<file path="config.mk">
export PLATFORM = sky130hd
export DESIGN_NAME = ex_stage_exmem
export DESIGN_NICKNAME = d
export VERILOG_FILES = /design/src/rtl/ex_stage_exmem.sv
export SDC_FILE = /design/constraint.sdc
export NUM_CORES = 1
export LEC_CHECK = 0
export CORE_AREA = 2 2 230 142
export CTS_BUF_LIST = sky130_fd_sc_hd__clkbuf_8
export CTS_CLUSTER_DIAMETER = 60
export CTS_CLUSTER_SIZE = 28
export DETAILED_ROUTE_END_ITERATION = 12
export DIE_AREA = 0 0 232 144
export PLACE_DENSITY_LB_ADDON = 0.08
export SLEW_MARGIN = 20
export SYNTH_ARGS = -nofsm -noshare
export SYNTH_HDL_FRONTEND = slang
export SYNTH_SLANG_ARGS = --single-unit
</file>
<file path="constraint.sdc">
create_clock -name clk -period 4 [get_ports clk]
set_input_delay 0.6 -clock clk [delete_from_list [all_inputs] [get_ports clk]]
set_output_delay 0.6 -clock clk [all_outputs]
set_load 0.05 [all_outputs]
</file>
<file path="src/rtl/ex_stage_exmem.sv">
// Execute stage and EX/MEM pipeline register of the 5-stage MIPS datapath.
// The stage decodes ALU control, runs the ALU, adds the branch target and
// selects the write register. It also contains a shift-add multiplier that
// holds ID through busy until the product is ready.
module ex_stage_exmem #(
  parameter int          XLEN      = 32,
  parameter logic [5:0]  MUL_FUNCT = 6'h18
) (
  input  logic            clk,
  input  logic            rst_n,
  input  logic            in_valid,
  input  logic [1:0]      WB,
  input  logic [2:0]      M,
  input  logic            RegDst,
  input  logic [1:0]      ALUop,
  input  logic            ALUsrc,
  input  logic [XLEN-1:0] NextAdress,
  input  logic [XLEN-1:0] OP1,
  input  logic [XLEN-1:0] OP2,
  input  logic [XLEN-1:0] SignExt,
  input  logic [4:0]      RT,
  input  logic [4:0]      RD,
  input  logic            stall_i,
  input  logic            flush,
  output logic            busy,
  output logic            O_valid,
  output logic [1:0]      O_WB,
  output logic [2:0]      O_M,
  output logic [XLEN-1:0] O_BranchAddr,
  output logic            O_Zero,
  output logic [XLEN-1:0] O_ALURes,
  output logic [XLEN-1:0] O_StoreData,
  output logic [4:0]      O_WriteReg
);

  localparam int CNT_W = $clog2(XLEN);

  typedef enum logic [1:0] {IDLE, MUL, DONE} state_t;

  state_t                 state;
  logic [CNT_W-1:0]       cnt;
  logic [XLEN-1:0]        mcand_p1;
  logic [XLEN-1:0]        mplier_p1;
  logic [XLEN-1:0]        acc_p1;

  logic [5:0]             funct;
  logic [XLEN-1:0]        op_b;
  logic [XLEN-1:0]        alu_res;
  logic [XLEN-1:0]        branch_addr;
  logic [4:0]             write_reg;
  logic                   is_mul;
  logic [XLEN-1:0]        ld_res;
  logic                   ld_valid;
  logic                   load_en;
  logic                   bubble_en;

  // ALU with control decode; unknown R-type functs produce zero.
  function automatic logic [XLEN-1:0] alu_calc(
    input logic [1:0]             op,
    input logic [5:0]             fn,
    input logic signed [XLEN-1:0] a,
    input logic signed [XLEN-1:0] b
  );
    logic [XLEN-1:0] r;
    r = '0;
    case (op)
      2'b00: r = a + b;
      2'b01: r = a - b;
      2'b11: r = {{(XLEN-1){1'b0}}, (a < b)};
      default: begin
        case (fn)
          6'h20:   r = a + b;
          6'h22:   r = a - b;
          6'h24:   r = a & b;
          6'h25:   r = a | b;
          6'h27:   r = ~(a | b);
          6'h2A:   r = {{(XLEN-1){1'b0}}, (a < b)};
          default: r = '0;
        endcase
      end
    endcase
    return r;
  endfunction

  assign funct       = SignExt[5:0];
  assign op_b        = ALUsrc ? SignExt : OP2;
  assign alu_res     = alu_calc(ALUop, funct, $signed(OP1), $signed(op_b));
  assign branch_addr = NextAdress + (SignExt << 2);
  assign write_reg   = RegDst ? RD : RT;
  assign is_mul      = in_valid && (ALUop == 2'b10) && (funct == MUL_FUNCT);

  // The finished product replaces the ALU result when leaving DONE.
  assign ld_res      = (state == DONE) ? acc_p1 : alu_res;
  assign ld_valid    = (state == DONE) ? 1'b1 : in_valid;
  assign load_en     = !flush && !stall_i &&
                       (((state == IDLE) && !is_mul) || (state == DONE));
  assign bubble_en   = !flush && !stall_i && (state == IDLE) && is_mul;

  assign busy        = rst_n && (((state == IDLE) && is_mul) || (state != IDLE));

  // Multiplier control: accept in IDLE, iterate XLEN times, wait in DONE.
  always_ff @(posedge clk or negedge rst_n) begin
    if (!rst_n) begin
      state <= IDLE;
      cnt   <= '0;
    end else if (flush) begin
      state <= IDLE;
      cnt   <= '0;
    end else begin
      case (state)
        IDLE: begin
          if (is_mul) begin
            state <= MUL;
            cnt   <= '0;
          end
        end
        MUL: begin
          cnt <= cnt + CNT_W'(1);
          if (cnt == CNT_W'(XLEN - 1)) state <= DONE;
        end
        DONE: begin
          if (!stall_i) state <= IDLE;
        end
        default: state <= IDLE;
      endcase
    end
  end

  // ---- stage p1: shift-add multiplier datapath ----
  // Shift-add step: add the shifted multiplicand for every set multiplier bit.
  always_ff @(posedge clk) begin
    if ((state == IDLE) && is_mul) begin
      mcand_p1  <= OP1;
      mplier_p1 <= op_b;
      acc_p1    <= '0;
    end else if (state == MUL) begin
      acc_p1    <= mplier_p1[0] ? (acc_p1 + mcand_p1) : acc_p1;
      mcand_p1  <= mcand_p1 << 1;
      mplier_p1 <= mplier_p1 >> 1;
    end
  end

  // ---- stage boundary: EX/MEM register ----
  // EX/MEM register: flush clears, stall holds, otherwise load or bubble.
  always_ff @(posedge clk or negedge rst_n) begin
    if (!rst_n) begin
      O_valid      <= 1'b0;
      O_WB         <= '0;
      O_M          <= '0;
      O_BranchAddr <= '0;
      O_Zero       <= 1'b0;
      O_ALURes     <= '0;
      O_StoreData  <= '0;
      O_WriteReg   <= '0;
    end else if (flush || bubble_en) begin
      O_valid      <= 1'b0;
      O_WB         <= '0;
      O_M          <= '0;
      O_BranchAddr <= '0;
      O_Zero       <= 1'b0;
      O_ALURes     <= '0;
      O_StoreData  <= '0;
      O_WriteReg   <= '0;
    end else if (load_en) begin
      O_valid      <= ld_valid;
      O_WB         <= WB;
      O_M          <= M;
      O_BranchAddr <= branch_addr;
      O_Zero       <= (ld_res == '0);
      O_ALURes     <= ld_res;
      O_StoreData  <= OP2;
      O_WriteReg   <= write_reg;
    end
  end

endmodule

</file>
Yosys cells after proc, flatten, opt, wreduce, memory -nomap -nowiden
Cells that the tools add are included.
{ "totals": {"ff_bits": 211, "in_bits": 152} }
{ "classes": {"addsub": 5, "n_lt_le_gt_ge": 1, "eq_ne": 16, "muxes": 34, "n_bitwise": 3, "n_reduce_logical": 25} }
{ "op_table": {"columns": ["op", "count"], "rows": [
  ["$mux 32", 12],
  ["$pmux 32 s6", 1],
  ["$add 32x32->32", 3],
  ["$pmux 32 s3", 1],
  ["$eq 6x6->1 const B", 6],
  ["$and 32x32->32", 1],
  ["$logic_not 32->1", 1],
  ["$lt 32x32->1", 1],
  ["$not 32->32", 1],
  ["$or 32x32->32", 1],
  ["$sub 32x32->32", 1],
  ["$mux 5", 5],
  ["$mux 2", 6],
  ["$pmux 5 s2", 1],
  ["$logic_and 1x1->1", 9],
  ["$ne 3x3->1 const B", 3],
  ["$eq 2x2->1 const B", 3],
  ["$eq 6x5->1 const B", 1],
  ["$mux 3", 2],
  ["$pmux 2 s3", 1],
  ["$reduce_bool 2->1", 3],
  ["$add 5x1->5 const B", 1],
  ["$eq 5x5->1 const B", 1],
  ["$mux 1", 5],
  ["other kinds (7)", 14]
]} }

Logic depth before layout (Yosys ltp)
{ "depth": {"depth_word": 9, "mapped_depth": 23} }

Least setup slack after synthesis
OpenSTA, ideal clock, no wires.
{ "synth_timing": {"path_kind": "input to register", "startpoint": "input port SignExt[0]", "endpoint": "register O_Zero", "arrival_ps": 5482, "required_ps": 3927, "slack_ps": -1555, "cell_stages": 23, "path_buffers": 6, "cell_sequence": "buf_2 -> buf_2 -> buf_2 -> buf_2 -> buf_1 -> clkbuf_1 -> mux2i_1 -> inv_1 -> ha_1 -> inv_1 -> fa_1 -> nor2b_4 -> o211a_4 -> o31ai_1 -> xnor2_1 -> o22ai_1 -> o22a_1 -> or4_1 -> nor4_1 -> nand4_1 -> or4_1 -> o31a_1 -> a21oi_2"} }
{ "synth_between": {"elab_chain_cells": 9} }
{ "synth_rtl": {"columns": ["item", "line_no", "text"], "rows": [
  ["start: declaration", "20", "input logic [XLEN-1:0] SignExt,"],
  ["parallel branches: the longest is 9 deep, another holds $sub 32x32->32", null, null],
  ["end signal: assignment", "169", "O_Zero <= (ld_res == '0);"],
  ["end: declaration", "30", "output logic O_Zero,"]
]} }
Several ways; the timed one is not identified. The select of a mux whose other input is x is not followed.
A chain may end at the register's enable or synchronous reset.

Final worst setup path
{ "layout_timing": {"startpoint": "input port OP2[8]", "endpoint": "register O_Zero"} }
{ "layout_between": {"elab_chain_cells": 9} }
{ "layout_rtl": {"columns": ["item", "line_no", "text"], "rows": [
  ["start: declaration", "19", "input logic [XLEN-1:0] OP2,"],
  ["$mux 32 *", "86", "assign op_b = ALUsrc ? SignExt : OP2;"],
  ["parallel branches: the longest is 3 deep, another holds $sub 32x32->32", null, null],
  ["$pmux 32 s3 *", "66", "case (op)"],
  ["$mux 32 *", "93", "assign ld_res = (state == DONE) ? acc_p1 : alu_res;"],
  ["$logic_not 32->1 *", "169", null],
  ["$mux 1 *", "164", "end else if (load_en) begin"],
  ["$mux 1 *", "155", "end else if (flush || bubble_en) begin"]
]} }
Mark *: on every way between the ends. The select of a mux whose other input is x is not followed.

==> impl_metrics.yaml <==
sta:
  fmax_ghz: 0.230
  fin_hold_ws_ps: 386
  tightest_slew_ps: 1070
  rsz0062_at_grt: "yes"
  finalHoldViolations: 0
  setup-violations-final: 2
  relSlewSlack_pct: 28.5
  fin_worst_skew_ps: 35.5
  fin_crit_sh_pct: 109
  min_period_ps: 4340
  final.setup.tns_ps: -393
  slew_viol_final: 0
  fin_ws_ps: -342
cts:
  cts_tree: "yes"
  root_buffer: "clkbuf_8"
  cts_made_buffers: 16
  clock_latency_ps: 600
  cts_buffer_depth: 3
  clk_pin_slew_ps: 140
  h-tree-depth: 1
  numClockSinks: 211
synthesis:
  syn_area_per_cell_sq_um: 8.34
  synth_flop_cell: "dfrtp_1"
  yosysSeqAreaShare_pct: 30.9
  ys_ff_latch: 211
  async_flop_share_pct: 54.5
  synthMuxAreaShare_pct: 3.16
  synth-adder-area-share_pct: 12.2
  synthSimpleGateAreaFrac_pct: 16.4
  synth_edf_count: 64
  synth-xor-area-share_pct: 4.08
  synth_cell_types: 99
  yosys_warnings: 0
  synth.net_count: 2430
  netlist_area_sq_um: 17600
  synth_compound_area_share_pct: 27.7
  syn_inst: 2109
  synth_top_family_by_area: "compound AO/OA/AOI/OAI gates"
outcome:
  outcome: "finished, violations left"
  violations: "negative setup slack"
placement:
  portBuffers: 260
  placedCellCount: 3161
  place_congestion: 1.08
  post-dp-hpwl_um: 61800
  placed_area_sq_um: 24200
critical_path:
  r2r-start: "mcand_p1[0]"
  rrSetupSlack_ps: 70
  path_cells: "clkdlybuf4s50_1 > mux2i_4 > ha_1 > buf_4 > nor4_4 > buf_4 > nand2_1 > a211oi_4 > nor3_4 > xnor2_2 > a221oi_2 > buf_4 > nor2_1 > nor4_4 > nand4_1 > or4_4 > o31a_1 > a21oi_2"
  critPathCaptureType: "flip-flop"
  crit_family: "simple AND/OR/NAND/NOR gates"
  required_ps: 4530
  r2r-end: "acc_p1[28]"
  crit_path_start_kind: "input port"
  crit_top_cell: "buf_4"
  worst-path-max-fanout: 4
  ff2ff_path_depth: 16
  path_buf_inv: 4
  arrival_ps: 4870
  critical-path-slowest-cell: "or4_4"
  critPathKind: "input port to flip-flop"
  critPathMaxStageDelay_ps: 500
final_layout:
  nets: 3106
  area_growth_pct: 45.3
  final_cell_mix: "buf_4 (507), clkdlybuf4s50_1 (244), nand2_1 (201)"
  stdcell_area_sq_um: 25600
  stdcell_count: 3221
  layout_commonest_cell: "buf_4"
  drive_gt1_share_pct: 25.2
  utilization_pct: 80.9
power:
  power_density_nw_per_um2: 303
  ir_drop_v: 0.000361
  p_leak_uw: 0.0116
global_route:
  grt_pass1_vias: 19300
  grt_util_all_layers_pct: 45.4
  grt_pass1_wl_um: 115000
  antenna_found_initial: 5
  grt_max_degree: 74
  grt_remaining_overflow: 0
drt:
  route.detailed.wl_per_inst_um: 24.4
  drt_iter0_markers: 3026
  drt_first_pass_iters: 9
  postRouteWirelength_um: 78700
  vias: 20600
  drc_errors: 0
  postRouteAntennaNets: 0
  viasPerCell: 6.39
min_path:
  hold_class: "input port to flip-flop"
  hold_path_end: "O_StoreData[12]"
  hp-start: "OP2[12]"
  min_path_cells: 2
floorplanning:
  die_x_um: 232
  start_util_pct: 55.7
  die_area_sq_um: 33400
  die_h_um: 144
  rows: 51
  top_level_ports: 261
  coreArea_sq_um: 31600
flow_run:
  maxCapViolations: 0
-- where the power goes --
part / leakage, uW / switching [uW] / internal (uW)
sequential: 0.00239 / 147 / 2350
clock: 0.000199 / 948 / 480
combinational: 0.00903 / 2150 / 1670
total: 0.0116 / 3250 / 4500
-- worst reg2reg max path, delay by kind of cell (launching register included) --
kind                     cells  cell delay (ps)
AO/OA/AOI/OAI                9             2220
adder cells (fa/ha/maj)      2              420
flip-flops                   1              440
XOR/XNOR                     1              190
AND/OR/NAND/NOR              2              270
buffers and inverters        2              270
-- worst max-delay path by stage --
| stage | slack (ps) | end | cells after the start | from |
|---|---|---|---|---|
| global route | -480 | O_Zero | 17 | SignExt[5] |
| finish | -340 | O_Zero | 18 | OP2[8] |
| global placement | -1390 | O_Zero | 16 | SignExt[2] |
| floorplan | -810 | O_Zero | 23 | SignExt[0] |
| detailed placement | -1500 | O_Zero | 16 | SignExt[2] |
| CTS | -230 | O_Zero | 18 | ALUsrc |
-- Yosys cell counts (23+ instances only) --
master	number	area share, %
o21bai_1	23	0.98
nand3_1	63	1.8
inv_1	122	2.6
nor3_1	47	1.3
buf_2	29	0.82
xnor2_1	54	2.7
nor2_1	151	3.2
clkbuf_1	81	1.7
ha_1	165	12
o21ai_0	210	6.0
a211oi_1	38	1.6
edfxtp_1	64	11
a21oi_1	144	4.1
dfrtp_1	115	16
dfxtp_1	32	3.6
mux2i_1	51	2.9
a31oi_1	34	1.2
nand2_1	202	4.3
a22o_1	58	2.9
a21o_1	39	1.7
xor2_1	28	1.4
-- stage by stage --
stage	power [uW]	setup WS [ps]
after CTS	7510	-226
after floorplan	4330	-807
after global placement	5890	-1390
final	7750	-342
after detailed placement	5980	-1500
after global routing	7990	-478
-- kinds of logic after synthesis --
family	after synthesis
compound gates	735
xor+xnor	82
fa+ha+maj	169
buf+inv	247
flops	211
mux	55
simple gates	610
-- area by class of cell --
type	count	area, sq um
diodes	2	5.00
clock buffers	17	234
clock inverters	11	160
fillers	2025	6020
inverters	123	462
multi-input cells	1651	12100
flip-flops and latches	211	5440
well taps	424	531
repair buffers	782	6680
-- layer usage --
metal	track usage, %	up-vias	part of all wire (%)
met5	0	-	0.064
met4	13.5	6	3.4
met3	17.1	219	15
met2	64.7	1407	41
met1	63.5	9841	41
li1	-	9098	-
-- sequential cells by signal (all words and copies together) (netlist names) --
register,count
cnt,5
mcand_p1,32
acc_p1,32
state,2
O_WB,2
O_WriteReg,5
O_ALURes,32
O_valid,1
O_M,3
O_Zero,1
O_StoreData,32
O_BranchAddr,32
mplier_p1,32
-- timing repair --
item                       4_1_cts  5_1_grt
pin swaps                       40       19
setup buffers                   23        6
setup endpoints to repair       10       11
hold buffers                     1        0
gates resized for setup        104       53
hold endpoints to repair        25        0
No activity file was read; power rests on OpenSTA's default activity.
